===== src/rtl/mem_arbiter_pkg.sv =====
// Shared defaults and state encoding for the two-master memory arbiter.
package mem_arbiter_pkg;

  localparam int ADDR_W_DEF = 6;
  localparam int DATA_W_DEF = 8;
  localparam int DEPTH_DEF  = 64;

  typedef enum logic [0:0] {
    ST_INIT = 1'b0,
    ST_ARB  = 1'b1
  } state_e;

endpackage


===== src/rtl/rr_arb2.sv =====
// Two-way round-robin arbiter: combinational grant, registered last-granted pointer.
module rr_arb2 (
  input  logic clk,
  input  logic rst_n,
  input  logic en_i,
  input  logic req0_i,
  input  logic req1_i,
  output logic gnt0_o,
  output logic gnt1_o
);

  // last_q = 1 means master 1 was granted last, so master 0 wins the next tie
  logic last_q;
  logic last_d;
  logic gnt0_s;
  logic gnt1_s;

  always_comb begin
    gnt0_s = en_i & req0_i & (~req1_i | last_q);
    gnt1_s = en_i & req1_i & (~req0_i | ~last_q);
    if (gnt0_s) begin
      last_d = 1'b0;
    end else if (gnt1_s) begin
      last_d = 1'b1;
    end else begin
      last_d = last_q;
    end
  end

  always_ff @(posedge clk or negedge rst_n) begin
    if (!rst_n) begin
      last_q <= 1'b1;
    end else begin
      last_q <= last_d;
    end
  end

  assign gnt0_o = gnt0_s;
  assign gnt1_o = gnt1_s;

endmodule


===== src/rtl/mem_arbiter.sv =====
// Clears the shared memory after reset, then arbitrates two masters onto it
// with a one-cycle read return tagged to the requesting master.
module mem_arbiter
  import mem_arbiter_pkg::*;
#(
  parameter int ADDR_W = ADDR_W_DEF,
  parameter int DATA_W = DATA_W_DEF,
  parameter int DEPTH  = DEPTH_DEF
) (
  input  logic              clk,
  input  logic              rst_n,
  input  logic              m0_req,
  input  logic              m0_we,
  input  logic [ADDR_W-1:0] m0_addr,
  input  logic [DATA_W-1:0] m0_wdata,
  input  logic              m1_req,
  input  logic              m1_we,
  input  logic [ADDR_W-1:0] m1_addr,
  input  logic [DATA_W-1:0] m1_wdata,
  output logic              m0_gnt,
  output logic              m1_gnt,
  output logic              m0_rvalid,
  output logic              m1_rvalid,
  output logic [DATA_W-1:0] m0_rdata,
  output logic [DATA_W-1:0] m1_rdata,
  output logic              mem_rd_en,
  output logic              mem_wr_en,
  output logic [ADDR_W-1:0] mem_rd_addr,
  output logic [ADDR_W-1:0] mem_wr_addr,
  output logic [DATA_W-1:0] mem_wr_data,
  input  logic [DATA_W-1:0] mem_rd_data,
  output logic              init_done
);

  localparam int CNT_W = (DEPTH > 1) ? $clog2(DEPTH) : 1;

  state_e             state_q, state_d;
  logic [CNT_W-1:0]   cnt_q, cnt_d;
  logic               init_done_q, init_done_d;
  logic               m0_rvalid_q, m0_rvalid_d;
  logic               m1_rvalid_q, m1_rvalid_d;
  logic               gnt0_s, gnt1_s;
  logic               mem_rd_en_s, mem_wr_en_s;
  logic [ADDR_W-1:0]  mem_rd_addr_s, mem_wr_addr_s;
  logic [DATA_W-1:0]  mem_wr_data_s;

  rr_arb2 u_arb (
    .clk    (clk),
    .rst_n  (rst_n),
    .en_i   (state_q == ST_ARB),
    .req0_i (m0_req),
    .req1_i (m1_req),
    .gnt0_o (gnt0_s),
    .gnt1_o (gnt1_s)
  );

  always_comb begin
    state_d = state_q;
    cnt_d   = cnt_q;
    case (state_q)
      ST_INIT: begin
        if (cnt_q == CNT_W'(DEPTH - 1)) begin
          state_d = ST_ARB;
          cnt_d   = '0;
        end else begin
          cnt_d   = cnt_q + CNT_W'(1);
        end
      end
      ST_ARB:  state_d = ST_ARB;
      default: state_d = ST_INIT;
    endcase
    init_done_d = (state_d == ST_ARB);
    m0_rvalid_d = gnt0_s & ~m0_we;
    m1_rvalid_d = gnt1_s & ~m1_we;
  end

  // Enables are gated by rst_n so the clear sweep is silent while reset is held
  always_comb begin
    mem_rd_en_s   = 1'b0;
    mem_wr_en_s   = 1'b0;
    mem_rd_addr_s = '0;
    mem_wr_addr_s = '0;
    mem_wr_data_s = '0;
    if (state_q == ST_INIT) begin
      mem_wr_en_s   = rst_n;
      mem_wr_addr_s = ADDR_W'(cnt_q);
    end else if (gnt0_s) begin
      if (m0_we) begin
        mem_wr_en_s   = 1'b1;
        mem_wr_addr_s = m0_addr;
        mem_wr_data_s = m0_wdata;
      end else begin
        mem_rd_en_s   = 1'b1;
        mem_rd_addr_s = m0_addr;
      end
    end else if (gnt1_s) begin
      if (m1_we) begin
        mem_wr_en_s   = 1'b1;
        mem_wr_addr_s = m1_addr;
        mem_wr_data_s = m1_wdata;
      end else begin
        mem_rd_en_s   = 1'b1;
        mem_rd_addr_s = m1_addr;
      end
    end else begin
      mem_rd_en_s = 1'b0;
    end
  end

  always_ff @(posedge clk or negedge rst_n) begin
    if (!rst_n) begin
      state_q     <= ST_INIT;
      cnt_q       <= '0;
      init_done_q <= 1'b0;
      m0_rvalid_q <= 1'b0;
      m1_rvalid_q <= 1'b0;
    end else begin
      state_q     <= state_d;
      cnt_q       <= cnt_d;
      init_done_q <= init_done_d;
      m0_rvalid_q <= m0_rvalid_d;
      m1_rvalid_q <= m1_rvalid_d;
    end
  end

  assign m0_gnt      = gnt0_s;
  assign m1_gnt      = gnt1_s;
  assign m0_rvalid   = m0_rvalid_q;
  assign m1_rvalid   = m1_rvalid_q;
  assign m0_rdata    = mem_rd_data;
  assign m1_rdata    = mem_rd_data;
  assign mem_rd_en   = mem_rd_en_s;
  assign mem_wr_en   = mem_wr_en_s;
  assign mem_rd_addr = mem_rd_addr_s;
  assign mem_wr_addr = mem_wr_addr_s;
  assign mem_wr_data = mem_wr_data_s;
  assign init_done   = init_done_q;

endmodule


===== config.mk =====
export PLATFORM = sky130hd
export DESIGN_NAME = mem_arbiter
export DESIGN_NICKNAME = d
export VERILOG_FILES = /design/src/rtl/mem_arbiter_pkg.sv /design/src/rtl/rr_arb2.sv /design/src/rtl/mem_arbiter.sv
export SDC_FILE = /design/constraint.sdc
export NUM_CORES = 1
export LEC_CHECK = 0
export ABC_AREA = 1
export CAP_MARGIN = 25
export CORE_MARGIN = 2
export CORE_UTILIZATION = 30
export DETAILED_ROUTE_END_ITERATION = 10
export HOLD_SLACK_MARGIN = 0.12
export PLACE_DENSITY = 0.77
export SETUP_SLACK_MARGIN = 0.1
export SLEW_MARGIN = 20
export SYNTH_ARGS = -nofsm -noshare
export SYNTH_HDL_FRONTEND = slang
export SYNTH_HIERARCHICAL = 1
export SYNTH_SLANG_ARGS = --single-unit

===== constraint.sdc =====
create_clock -name clk -period 1.65 [get_ports clk]
set_clock_uncertainty 0.05 [all_clocks]
set_input_delay 0.165 -clock clk [delete_from_list [all_inputs] [get_ports clk]]
set_output_delay 0.165 -clock clk [all_outputs]
set_load 0.02 [all_outputs]

# Yosys cells after proc, flatten, opt, wreduce, memory -nomap -nowiden
# Index checks and enable logic that the tools add are counted.
[totals]
memories = 0
reg_bits = 10
word_cells = 52
ram_bits = 0
latchBits = 0
romBits = 0
output_inout_bits = 43
[op_classes]
bitwise_logic = 14
eq_ne = 1
muxes = 30
reduce_logical = 1
mul = 0
n_shift = 0
n_lt_le_gt_ge = 0
add_sub_neg = 1
n_div = 0
[op_table]
columns = ["operator", "count"]
rows = [
  ["2-to-1 mux 6 bit", 11],
  ["2-to-1 mux 8 bit", 5],
  ["2-to-1 mux 1 bit", 13],
  ["adder 6 x 1 -> 6 bit, second input constant", 1],
  ["bitwise AND 1 bit", 6],
  ["equality test 6 bit, second input constant", 1],
  ["inverter 1 bit", 6],
  ["OR 1 bit", 2],
  ["one-hot mux 1 bit (2 select lines)", 1],
  ["nonzero test 2 bit", 1],
]

# Depth between registers and ports, before layout
[depth]
ltp_word = 6
depth_mapped = 9
mapped_depth_nobuf = 8

# Modules after synthesis
# The synthesis kept the hierarchy.
[by_module_without_submodules]
columns = ["mod", "cells_each", "n_inst", "area_each_um2"]
rows = [
  ["mem_arbiter", 164, 1, 996.0],
  ["rr_arb2", 11, 1, 65.1],
]

# Worst setup path before layout
# OpenSTA, ideal clock, no wires.
[synth_path]
path_type = "reg-to-output"
start = "reg, netlist name init_done"
end = "out mem_rd_addr[0]"
path_buffers = 0
stages_incl_launch_ff = 7
slack_ns = -0.524
arrival_ns = 1.959
required_ns = 1.435
path_cell_list = "dfrtp_1 -> nand2_1 -> a21oi_1 -> inv_2 -> nor2_4 -> nand2_1 -> a21oi_1"
[synth_rtl]
columns = ["item", "line_no", "source"]
rows = [
  ["end: declaration", "mem_arbiter.sv:28", "output logic [ADDR_W-1:0] mem_rd_addr,"],
]

# Final worst setup path
[layout_path]
start = "reg u_arb.last_q"
end = "out mem_rd_addr[0]"
[layout_via]
elab_chain_len = 6
[layout_rtl]
columns = ["item", "line_no", "source"]
rows = [
  ["start: declaration", "rr_arb2.sv:13", "logic last_q;"],
  ["start signal: assignment", "rr_arb2.sv:34", "last_q <= last_d;"],
  ["inverter 1 bit", "rr_arb2.sv:20", "gnt1_s = en_i & req1_i & (~req0_i | ~last_q);"],
  ["OR 1 bit", "rr_arb2.sv:20", ""],
  ["bitwise AND 1 bit", "rr_arb2.sv:20", ""],
  ["2-to-1 mux 6 bit", "mem_arbiter.sv:96", "end else if (gnt1_s) begin"],
  ["2-to-1 mux 6 bit *", "mem_arbiter.sv:87", "end else if (gnt0_s) begin"],
  ["2-to-1 mux 6 bit *", "mem_arbiter.sv:84", "if (state_q == ST_INIT) begin"],
]
# Every way passes the cells marked *; elsewhere a longest branch is shown, timed or not.

==> metrics.csv <==
stage,metric,value,unit
cts,cts_sinks,10,
setup_path,path_buf_inv,3,
cts,clkTransAtPathRegs,0.07,ns
status,failed_checks,setup timing,
routing,ant_nets,0,
layout,fin_util,61.7,%
layout,syn2layout_area_growth,95.6,%
routing,vias_per_cell,4.69,
synth,synth-seq-cells,10,
timing,relSlewSlack,79.1,%
synth,netlist_area,0.00106,mm²
timing,grt_setup_unrepaired,yes,
setup_path,cp-end-kind,output port,
setup_path,cp_slowest_cell,dfstp_2,
synth,synth.area.top_cells,"dfrtp_1 (21%), nand2_1 (20%), buf_4 (13%)",
layout,regArea,253,µm²
routing,post-route-drc-count,0,
hold_path,min_path_type,primary input to async pin,
synth,synth_flop_cell,dfrtp_1,
timing,worst_slack,-0.337,ns
setup_path,cpMostUsedCell,inv_2,
placement,hpwl,2800,µm
cts,htreeDepth,1,
timing,slew_viol_final,0,
placement,dp.cells,276,
layout,layoutNonFillerInstCount,286,
layout,diodes,0,
synth,yosysSeqAreaShare,23.7,%
routing,routed_wl,3730,µm
synth,ys_types,23,
routing,drt_iter0_drc,57,
setup_path,worstSetupStartpoint,u_arb/last_q$_DFFE_PN1P_,
power_and_ir_drop,finalPower,552,µW
flow_run,maxCapViolations,0,
synth,synth_top_area_cell,dfrtp_1,
synth,yosys-top-cells-count,"nand2_1 (57), nor2_1 (27), buf_4 (18), inv_1 (17), a21oi_1 (15)",
global_routing,grt_max_degree,20,
global_routing,grt_pass1_wl,5890,µm
timing,tightestPinTransition,0.312,ns
setup_path,critPathTopFamily,flip-flops,
synth,synth-edff-count,0,
die,start_util,31.5,%
cts,cts_max_path_buffers,2,
die,die-area,0.00403,mm²
timing,period_share,120,%
setup_path,slowest_delay,0.54,ns
power_and_ir_drop,ir_drop,191,µV
setup_path,reg2reg_from,init_done$_DFF_PN0_,
cts,cts_tree,done,
global_routing,grt_pass1_vias,1290,
cts,clk_latency,0.27,ns
cts,cts-buffers-inserted,3,
global_routing,grt_util_all_layers,18.6,%
routing,routed-via-count,1342,
timing,finalCriticalPeriod,1.99,ns
setup_path,start_kind,flip-flop,
status,status,"complete, but fails checks",
synth,avgSynthCellArea,6.06,µm²
layout,layout.nets,284,
cts,cts_root_buf,clkbuf_4,
die,die_y,63.5,µm
placement,io_buffers,60,
timing,max_freq,0.503,GHz
layout,final_cell_area,0.00208,mm²
placement,place_area,0.00189,mm²
setup_path,crit_arrival,1.77,ns
synth,synth.top_cell.area_share,21.2,%
synth,synthArstFlopShare,100,%
synth,synth_nets,218,
routing,dr.pass1.iters,5,
setup_path,crit_required,1.43,ns
routing,wl_per_cell,13.1,µm
synth,synthCells,175,
timing,finalSetupViolations,23,
placement,gp_congestion,0.791,
power_and_ir_drop,powerDensity,266,mW/mm²
layout,drive_above_1_share,44.6,%
die,ios,85,
power_and_ir_drop,p_leak,0.000880,µW
layout,fill_cells,302,
setup_path,path_class,flip-flop to output port,
layout,multi_input_area,823,µm²
setup_path,cp_max_fo,7,
die,core-area,0.00336,mm²
synth,yosys_warnings,6,
global_routing,antenna_found_initial,0,
die,fp.dieW,63.5,µm
setup_path,cp_cell_sequence,inv_2 -> a21oi_4 -> inv_2 -> nor2_4 -> nand2_1 -> a21oi_2 -> buf_4,
synth,synth_most_common_cell,nand2_1,
global_routing,overflow,0,
die,rows,21,
timing,final-hold-violation-count,0,
metal layers:
layer	routed length, µm	global-route usage (%)	share of wire (%)	vias to the layer above
met5	0	0	0	-
met4	83	8.15	2.2	0
met3	272	4.64	7.3	10
met2	1910	31.7	51	49
met1	1460	21.9	39	621
li1	-	-	-	662
cell type report:
type | count | area share, %
clock buffer | 4 | 1.27
inverter | 20 | 3.86
multi-input combinational | 122 | 39.7
sequential | 10 | 12.2
tap | 46 | 2.77
timing repair buffer | 83 | 39.8
timing repair inverter | 1 | 0.422
cells by family after synthesis:
kind of cell | after synthesis | synth area share, %
DFF | 10 | 23.7
AOI/OAI and AO/OA | 19 | 9.55
and+or+nand+nor | 100 | 39.7
adders and majority gates | 1 | 1.18
buffers and inverters | 43 | 24.2
xor gates and xnor gates | 2 | 1.65
worst paths after layout:
kind / to / slack [ns] / cells past startpoint
max: mem_rd_addr[0] / -0.34 / 7
min: cnt_q[5]$_DFFE_PN0N_ / 0.19 / 2
max reg2reg: cnt_q[3]$_DFFE_PN0N_ / 0.19 / 8
min reg2reg: cnt_q[4]$_DFFE_PN0N_ / 0.46 / 1
max in group asynchronous: u_arb/last_q$_DFFE_PN1P_ / 1.14 / 2
min in group clk: m0_rdata[2] / 0.28 / 0
per-stage QoR:
stage	TNS (ns)	hold slack, ns	setup slack, ns
final	-6.27	0.189	-0.337
after global routing	-7.99	0.211	-0.420
after floorplan	-0.262	-0.181	-0.0632
after CTS	-5.28	0.196	-0.324
after detailed placement	-14.84	0.280	-0.696
after global placement	-13.94	0.280	-0.662
what timing repair did:
item / CTS / global route
pin swaps: 7 / 9
setup endpoints to repair: 25 / 26
setup buffers: 2 / 3
gates cloned: 1 / 0
hold buffers: 0 / 0
resized for setup: 140 / 36
hold endpoints to repair: 0 / 0
flip-flops by register name (all words and copies together), names as in the netlist:
register	count
cnt_q	6
init_done	1
m0_rvalid	1
m1_rvalid	1
u_arb/last_q	1
layout by cell type, fill, tap and decap left out, types with 3 or more instances in the layout:
cell / count
buf_6: 24
nor2_1: 18
inv_2: 5
dfrtp_1: 8
buf_4: 21
nand4_1: 8
nand2_1: 40
a21oi_4: 14
nand2_2: 16
clkbuf_4: 3
nor2_2: 9
inv_1: 14
nand3_1: 4
clkdlybuf4s50_1: 35
report_power, final:
part	switching (µW)	internal, µW
logic	41.6	81.3
registers	0	245
clock network	90.1	93.8
total	132	420
Power figures use the tool's default switching activity.
